==> src/rtl/muldiv_pkg.sv <==
// Shared definitions for the M-extension multiply/divide sequencer:
// operand width, op codes (shared with controlunit decode), FSM states, decode helpers.
package muldiv_pkg;

    localparam int unsigned XLEN = 32;

    localparam logic [4:0] OP_MUL    = 5'b01011;
    localparam logic [4:0] OP_MULH   = 5'b01100;
    localparam logic [4:0] OP_MULHSU = 5'b01101;
    localparam logic [4:0] OP_MULHU  = 5'b01110;
    localparam logic [4:0] OP_DIV    = 5'b01111;
    localparam logic [4:0] OP_DIVU   = 5'b10000;
    localparam logic [4:0] OP_REM    = 5'b10001;
    localparam logic [4:0] OP_REMU   = 5'b10010;

    typedef enum logic [1:0] {IDLE, CALC, DONE} state_e;

    typedef struct packed {
        logic is_div;
        logic sgn_a;
        logic sgn_b;
    } op_info_t;

    function automatic op_info_t decode_op(input logic [4:0] op);
        op_info_t info;
        info.is_div = (op >= OP_DIV);
        info.sgn_a  = (op == OP_MULH) || (op == OP_MULHSU) || (op == OP_DIV) || (op == OP_REM);
        info.sgn_b  = (op == OP_MULH) || (op == OP_DIV) || (op == OP_REM);
        return info;
    endfunction

    function automatic logic [XLEN-1:0] mag(input logic [XLEN-1:0] x, input logic sgn);
        return (sgn && x[XLEN-1]) ? (~x + 1'b1) : x;
    endfunction

    // Operations whose result is fixed without iterating.
    function automatic logic is_trivial(input logic [4:0] op, input logic [XLEN-1:0] a,
                                        input logic [XLEN-1:0] b);
        op_info_t info;
        info = decode_op(op);
        if (info.is_div)
            return (b == '0) || (info.sgn_a && a == {1'b1, {(XLEN-1){1'b0}}} && b == '1);
        return (a == '0) || (b == '0);
    endfunction

endpackage

==> src/rtl/muldiv_step.sv <==
// One radix-2 step sharing a single adder: shift-add multiply or restoring divide.
module muldiv_step
    import muldiv_pkg::*;
(
    input  logic            i_is_div,
    input  logic [XLEN-1:0] i_hi,
    input  logic [XLEN-1:0] i_lo,
    input  logic [XLEN-1:0] i_b,
    output logic [XLEN-1:0] o_hi,
    output logic [XLEN-1:0] o_lo
);

    logic [XLEN:0]   opa;
    logic [XLEN+1:0] opb;
    logic [XLEN+1:0] sum;

    always_comb begin
        if (i_is_div) begin
            opa = {i_hi, i_lo[XLEN-1]};
            opb = ~{2'b00, i_b};
        end else begin
            opa = {1'b0, i_hi};
            opb = i_lo[0] ? {2'b00, i_b} : '0;
        end
        // Divide subtracts via inverted operand plus carry-in; bit XLEN+1 flags a borrow.
        sum = {1'b0, opa} + opb + {{(XLEN+1){1'b0}}, i_is_div};

        if (!i_is_div) begin
            o_hi = sum[XLEN:1];
            o_lo = {sum[0], i_lo[XLEN-1:1]};
        end else if (!sum[XLEN+1]) begin
            o_hi = sum[XLEN-1:0];
            o_lo = {i_lo[XLEN-2:0], 1'b1};
        end else begin
            o_hi = opa[XLEN-1:0];
            o_lo = {i_lo[XLEN-2:0], 1'b0};
        end
    end

endmodule

==> src/rtl/muldiv_seq.sv <==
// Sequential RV32M multiply/divide unit: 32 radix-2 steps on magnitudes, sign fix at DONE.
// Optional MULDIV_EARLY_OUT_EN skips CALC for div-by-zero, signed overflow and zero-operand multiply.
module muldiv_seq #(
    parameter int unsigned XLEN = muldiv_pkg::XLEN
) (
    input  logic            i_clk,
    input  logic            i_reset,
    input  logic            i_start,
    input  logic [4:0]      i_alu_op,
    input  logic [XLEN-1:0] i_rs1,
    input  logic [XLEN-1:0] i_rs2,
    input  logic            i_flush,
    output logic            o_stall,
    output logic            o_busy,
    output logic            o_valid,
    output logic [XLEN-1:0] o_result
);
    import muldiv_pkg::*;

    state_e          state_q, state_d;
    logic [4:0]      op_q, op_d;
    logic [4:0]      cnt_q, cnt_d;
    logic [XLEN-1:0] rs1_q, rs1_d, rs2_q, rs2_d;
    logic [XLEN-1:0] hi_q, hi_d, lo_q, lo_d;
    logic            valid_q, valid_d;
    logic [XLEN-1:0] result_q, result_d;

    op_info_t          cur, inc;
    logic              launch;
    logic [XLEN-1:0]   step_b, step_hi, step_lo;
    logic              div0, ovf, mulz, neg_res, neg_rem;
    logic [2*XLEN-1:0] prod, prod_s;
    logic [XLEN-1:0]   quot, rem, done_res;

    assign cur    = decode_op(op_q);
    assign inc    = decode_op(i_alu_op);
    assign launch = (state_q == IDLE) && i_start && !i_flush
                    && (i_alu_op >= OP_MUL) && (i_alu_op <= OP_REMU);
    assign step_b = cur.is_div ? mag(rs2_q, cur.sgn_b) : mag(rs1_q, cur.sgn_a);

    muldiv_step u_step (
        .i_is_div (cur.is_div),
        .i_hi     (hi_q),
        .i_lo     (lo_q),
        .i_b      (step_b),
        .o_hi     (step_hi),
        .o_lo     (step_lo)
    );

    // Fixed-result cases are overridden here so both builds return identical values.
    always_comb begin
        div0    = cur.is_div && (rs2_q == '0);
        ovf     = cur.is_div && cur.sgn_a && (rs1_q == {1'b1, {(XLEN-1){1'b0}}}) && (rs2_q == '1);
        mulz    = !cur.is_div && ((rs1_q == '0) || (rs2_q == '0));
        neg_res = (cur.sgn_a && rs1_q[XLEN-1]) ^ (cur.sgn_b && rs2_q[XLEN-1]);
        neg_rem = cur.sgn_a && rs1_q[XLEN-1];
        prod    = {hi_q, lo_q};
        prod_s  = neg_res ? (~prod + 1'b1) : prod;
        quot    = neg_res ? (~lo_q + 1'b1) : lo_q;
        rem     = neg_rem ? (~hi_q + 1'b1) : hi_q;
        done_res = '0;
        case (op_q)
            OP_MUL:                       done_res = mulz ? '0 : prod_s[XLEN-1:0];
            OP_MULH, OP_MULHSU, OP_MULHU: done_res = mulz ? '0 : prod_s[2*XLEN-1:XLEN];
            OP_DIV, OP_DIVU:              done_res = div0 ? '1 : ovf ? {1'b1, {(XLEN-1){1'b0}}} : quot;
            OP_REM, OP_REMU:              done_res = div0 ? rs1_q : ovf ? '0 : rem;
            default:                      done_res = '0;
        endcase
    end

    always_comb begin
        state_d  = state_q;
        op_d     = op_q;
        cnt_d    = cnt_q;
        rs1_d    = rs1_q;
        rs2_d    = rs2_q;
        hi_d     = hi_q;
        lo_d     = lo_q;
        valid_d  = 1'b0;
        result_d = '0;
        if (i_flush) begin
            state_d = IDLE;
        end else begin
            case (state_q)
                IDLE: if (launch) begin
                    op_d    = i_alu_op;
                    rs1_d   = i_rs1;
                    rs2_d   = i_rs2;
                    cnt_d   = '0;
                    hi_d    = '0;
                    lo_d    = inc.is_div ? mag(i_rs1, inc.sgn_a) : mag(i_rs2, inc.sgn_b);
                    state_d = CALC;
`ifdef MULDIV_EARLY_OUT_EN
                    if (is_trivial(i_alu_op, i_rs1, i_rs2))
                        state_d = DONE;
`endif
                end
                CALC: begin
                    hi_d  = step_hi;
                    lo_d  = step_lo;
                    cnt_d = cnt_q + 5'd1;
                    if (cnt_q == 5'd31)
                        state_d = DONE;
                end
                DONE: begin
                    valid_d  = 1'b1;
                    result_d = done_res;
                    state_d  = IDLE;
                end
                default: state_d = IDLE;
            endcase
        end
    end

    always_ff @(posedge i_clk or negedge i_reset) begin
        if (!i_reset) begin
            state_q  <= IDLE;
            op_q     <= '0;
            cnt_q    <= '0;
            rs1_q    <= '0;
            rs2_q    <= '0;
            hi_q     <= '0;
            lo_q     <= '0;
            valid_q  <= 1'b0;
            result_q <= '0;
        end else begin
            state_q  <= state_d;
            op_q     <= op_d;
            cnt_q    <= cnt_d;
            rs1_q    <= rs1_d;
            rs2_q    <= rs2_d;
            hi_q     <= hi_d;
            lo_q     <= lo_d;
            valid_q  <= valid_d;
            result_q <= result_d;
        end
    end

    assign o_stall  = i_reset && ((state_q == CALC) || launch);
    assign o_busy   = (state_q != IDLE);
    assign o_valid  = valid_q;
    assign o_result = result_q;

endmodule
==> config.mk <==
export PLATFORM = sky130hd
export DESIGN_NAME = muldiv_seq
export DESIGN_NICKNAME = d
export VERILOG_FILES = /design/src/rtl/muldiv_pkg.sv /design/src/rtl/muldiv_step.sv /design/src/rtl/muldiv_seq.sv
export SDC_FILE = /design/constraint.sdc
export NUM_CORES = 1
export LEC_CHECK = 0
export CAP_MARGIN = 20
export CORE_MARGIN = 10
export CORE_UTILIZATION = 27
export DETAILED_ROUTE_END_ITERATION = 7
export GPL_TIMING_DRIVEN = 0
export PLACE_DENSITY_LB_ADDON = 0.05
export RECOVER_POWER = 50
export SLEW_MARGIN = 20
export SYNTH_ARGS = -nofsm -noshare
export SYNTH_HDL_FRONTEND = slang
export SYNTH_SLANG_ARGS = --single-unit
==> constraint.sdc <==
create_clock -name i_clk -period 6.52 [get_ports i_clk]
set_input_delay 1.304 -clock i_clk [delete_from_list [all_inputs] [get_ports i_clk]]
set_output_delay 1.304 -clock i_clk [all_outputs]
set_load 0.01 [all_outputs]
==> flow_metrics.env, run 1 <==
export IMPL_status="finished, violations left"
export IMPL_violations="capacitance limit, slew limit"
export IMPL_finalWorstSetupSlack_ns=0.196
export IMPL_holdPathEnd="cnt_q[4]$_DFFE_PN0P_"
export IMPL_holdPathStages=2
export IMPL_register_area_um2=4330
export IMPL_die_w_um=265
export IMPL_dp_slack_ns=-0.312
export IMPL_yosysUniqueCellTypes=85
export IMPL_cap_violations=2
export IMPL_synth_top_area_share=0.268
export IMPL_drc=0
export IMPL_ys_seq_area_frac=0.268
export IMPL_h_tree_depth=4
export IMPL_worstPathArrival_ns=6.71
export IMPL_period_needed_ns=6.32
export IMPL_crit_required_ns=6.90
export IMPL_ios=108
export IMPL_rsz0062_at_grt="yes"
export IMPL_min_path_type="flip-flop to flip-flop"
export IMPL_finalSetupViolCount=0
export IMPL_final_cell_count_no_fill=3032
export IMPL_fmax_mhz=158
export IMPL_critPathKind="flip-flop to flip-flop"
export IMPL_pwr_density_cell_nw_per_um2=397
export IMPL_setup_tns_ns=0
export IMPL_dp_cells=3000
export IMPL_r2r_setup_slack_ns=0.20
export IMPL_cts_tree="yes"
export IMPL_wire_per_inst_um=28.0
export IMPL_grt_pass1_vias=16200
export IMPL_wirelength_um=85000
export IMPL_utilization=0.319
export IMPL_drive_gt1_frac=0.0668
export IMPL_synthFlopType="dfrtp_1"
export IMPL_fin_worst_skew_ns=0.0298
export IMPL_vdd_ir_drop_max_v=0.000230
export IMPL_final_nets=2362
export IMPL_clk_pin_slew_ns=0.08
export IMPL_coreArea_um2=59100
export IMPL_cts_path_max_buffers=2
export IMPL_reg2reg_depth=19
export IMPL_die_area_um2=70000
export IMPL_rows=89
export IMPL_whs_ns=0.511
export IMPL_drv_slew=109
export IMPL_p_leak_nw=7.36
export IMPL_cp_end_kind="flip-flop"
export IMPL_tightest_slew_ns=2.36
export IMPL_grt_total_usage=0.237
export IMPL_cts_sinks=173
export IMPL_root_buffer="clkbuf_16"
export IMPL_vias_per_cell=5.58
export IMPL_start_util=0.273
export IMPL_antenna_found_initial=5
export IMPL_via_count=16900
export IMPL_drt_iter0_drc=1611
export IMPL_die_h_um=265
export IMPL_yosysWarningCount=0
export IMPL_ys_top_cells_by_area="dfrtp_1, nand2_1, xnor2_1"
export IMPL_multi_input_area_um2=11100
export IMPL_synth_net_count=2234
export IMPL_power_total_mw=7.50
export IMPL_final_area_um2=18900
export IMPL_synth_edf_count=0
export IMPL_gr_total_overflow=0
export IMPL_avgSynthCellArea_um2=7.62
export IMPL_finalHoldViolCount=0
export IMPL_area_delta_synth_final_pct=16.9
export IMPL_grt_pass1_wl_um=121000
export IMPL_cts_buffers_inserted=17
export IMPL_synth_top_cell_by_area="dfrtp_1"
export IMPL_clk_latency_ns=0.52
export IMPL_hp_start="cnt_q[4]$_DFFE_PN0P_"
export IMPL_async_flop_share=1.00
export IMPL_period_share=0.970
export IMPL_place_area_um2=18200
export IMPL_fill_cells=6326
export IMPL_final_antenna_net_count=0
export IMPL_critPathLaunchType="flip-flop"
export IMPL_ys_ff_latch=173
export IMPL_first_pass_iters=6
export IMPL_n_antenna_cell=0
export IMPL_gp_congestion=0.959
export IMPL_grt_max_degree=73
export IMPL_relSlewSlack=-0.575
export IMPL_port_buffer_count=106
export IMPL_crit_fanout=10
export IMPL_synthCells=2118
export IMPL_r2r_end="hi_q[30]$_DFFE_PN0P_"
export IMPL_syn_area_um2=16100
export IMPL_dp_final_hpwl_um=69900
export IMPL_reg2reg_from="op_q[2]$_DFFE_PN0P_"
[critical path, stage by stage, from the launching register on]
cell      delay (ns)
dfrtp_1         0.47
or4b_1          0.62
o22ai_2         0.38
and2_1          0.29
clkbuf_2        0.35
clkbuf_1        0.49
o41ai_1         0.19
xor2_1          0.18
o22ai_1         0.51
ha_1            0.33
and4_1          0.27
nand3_1         0.09
a21o_1          0.23
a2111o_1        0.47
nand4_1         0.12
nand2_1         0.10
buf_2           0.24
nor2_2          0.41
o21ai_0         0.17
a32o_1          0.29
[sequential cells by signal (all words and copies together), names as in the netlist]
signal and cells:
lo_q 32, state_q 2, cnt_q 5, hi_q 32, op_q 5, o_result 32
rs2_q 32, o_valid 1, rs1_q 32
[area by class of cell]
| type | instances | share of cell area |
|---|---|---|
| Sequential cell | 173 | 0.229 |
| Clock buffer | 17 | 0.0225 |
| Tap cell | 773 | 0.0512 |
| Inverter | 40 | 0.00795 |
| Buffer | 159 | 0.0331 |
| Multi-Input combinational cell | 1746 | 0.587 |
| Timing Repair Buffer | 109 | 0.0579 |
| Clock inverter | 15 | 0.0112 |
[layer usage]
metal | routed length (um) | GRT usage
met5 | 0 | 0
met4 | 2600 | 0.0790
met3 | 4830 | 0.0368
met2 | 37300 | 0.364
met1 | 40300 | 0.333
[kinds of logic (layout without fill, tap and decap cells)]
| logic type | after synthesis | in the layout | synth area share |
|---|---|---|---|
| flip-flops | 173 | 173 | 0.268 |
| multiplexers | 95 | 95 | 0.0638 |
| buffers and inverters | 199 | 340 | 0.0478 |
| XOR/XNOR | 233 | 233 | 0.126 |
| AO/OA/AOI/OAI | 601 | 601 | 0.233 |
| AND/OR/NAND/NOR | 774 | 774 | 0.226 |
| adder cells (fa/ha/maj) | 43 | 43 | 0.0342 |
[timing repair]
item / CTS / global route
hold buffers: 0 / 0
setup endpoints to repair: 28 / 27
pin swaps: 0 / 0
gates resized for setup: 6 / 5
setup buffers: 0 / 0
cloned: 0 / 0
[synthesized netlist by cell type (31+ instances only)]
library cell,count
ha_1,41
nor3_1,63
nand3_1,42
nor2_1,166
xnor2_1,131
clkbuf_1,129
xor2_1,102
inv_1,39
nand2_1,322
mux2_2,64
mux2i_1,31
dfrtp_1,173
o31ai_1,41
o22ai_1,60
a21oi_1,150
o21ai_0,149
[worst max path at each step]
stage,end,cells past startpoint,startpoint
4_1_cts,hi_q[0]$_DFFE_PN0P_,20,op_q[0]$_DFFE_PN0P_
3_3_place_gp,o_stall,3,i_reset
6_report,hi_q[30]$_DFFE_PN0P_,19,op_q[2]$_DFFE_PN0P_
3_5_place_dp,hi_q[30]$_DFFE_PN0P_,19,op_q[1]$_DFFE_PN0P_
2_1_floorplan,hi_q[3]$_DFFE_PN0P_,19,rs1_q[2]$_DFFE_PN0P_
5_1_grt,hi_q[30]$_DFFE_PN0P_,20,op_q[2]$_DFFE_PN0P_
[report_power, final]
part	switching [mW]	internal (mW)
logic	3.14	1.50
clock network	0.606	0.532
registers	0.411	1.32
[cells in the final DEF, fill, tap and decap left out, drive strengths merged, types with 6 or more instances in the layout]
cell type / count
nand2: 324
dfrtp: 173
nor2: 169
o21ai: 162
a21oi: 150
clkbuf: 148
xnor2: 131
xor2: 102
clkdlybuf4s50: 90
nor3: 66
mux2: 64
o22ai: 60
inv: 47
nand3: 42
o31ai: 41
ha: 41
buf: 32
mux2i: 31
a31oi: 26
a21o: 25
nor4: 25
nand4: 23
a22oi: 22
or4: 20
and3: 19
a211oi: 19
and2: 17
nand2b: 16
a2111oi: 16
or3: 15
dlygate4sd3: 15
o41ai: 15
a221oi: 11
o211ai: 8
clkinv: 8
o21a: 7
nor3b: 7
nor2b: 6
Power figures use the tool's default switching activity.
==> inputs of run 2 (changes only) <==
--- a/config.mk
+++ b/config.mk
@@ -12,7 +12,7 @@
 export GPL_TIMING_DRIVEN = 0
 export PLACE_DENSITY_LB_ADDON = 0.05
 export RECOVER_POWER = 50
-export SLEW_MARGIN = 20
+export SLEW_MARGIN = 15
 export SYNTH_ARGS = -nofsm -noshare
 export SYNTH_HDL_FRONTEND = slang
 export SYNTH_SLANG_ARGS = --single-unit
==> results of run 2 <==
The final DEF is identical to that of run 1; final timing and power are the same.
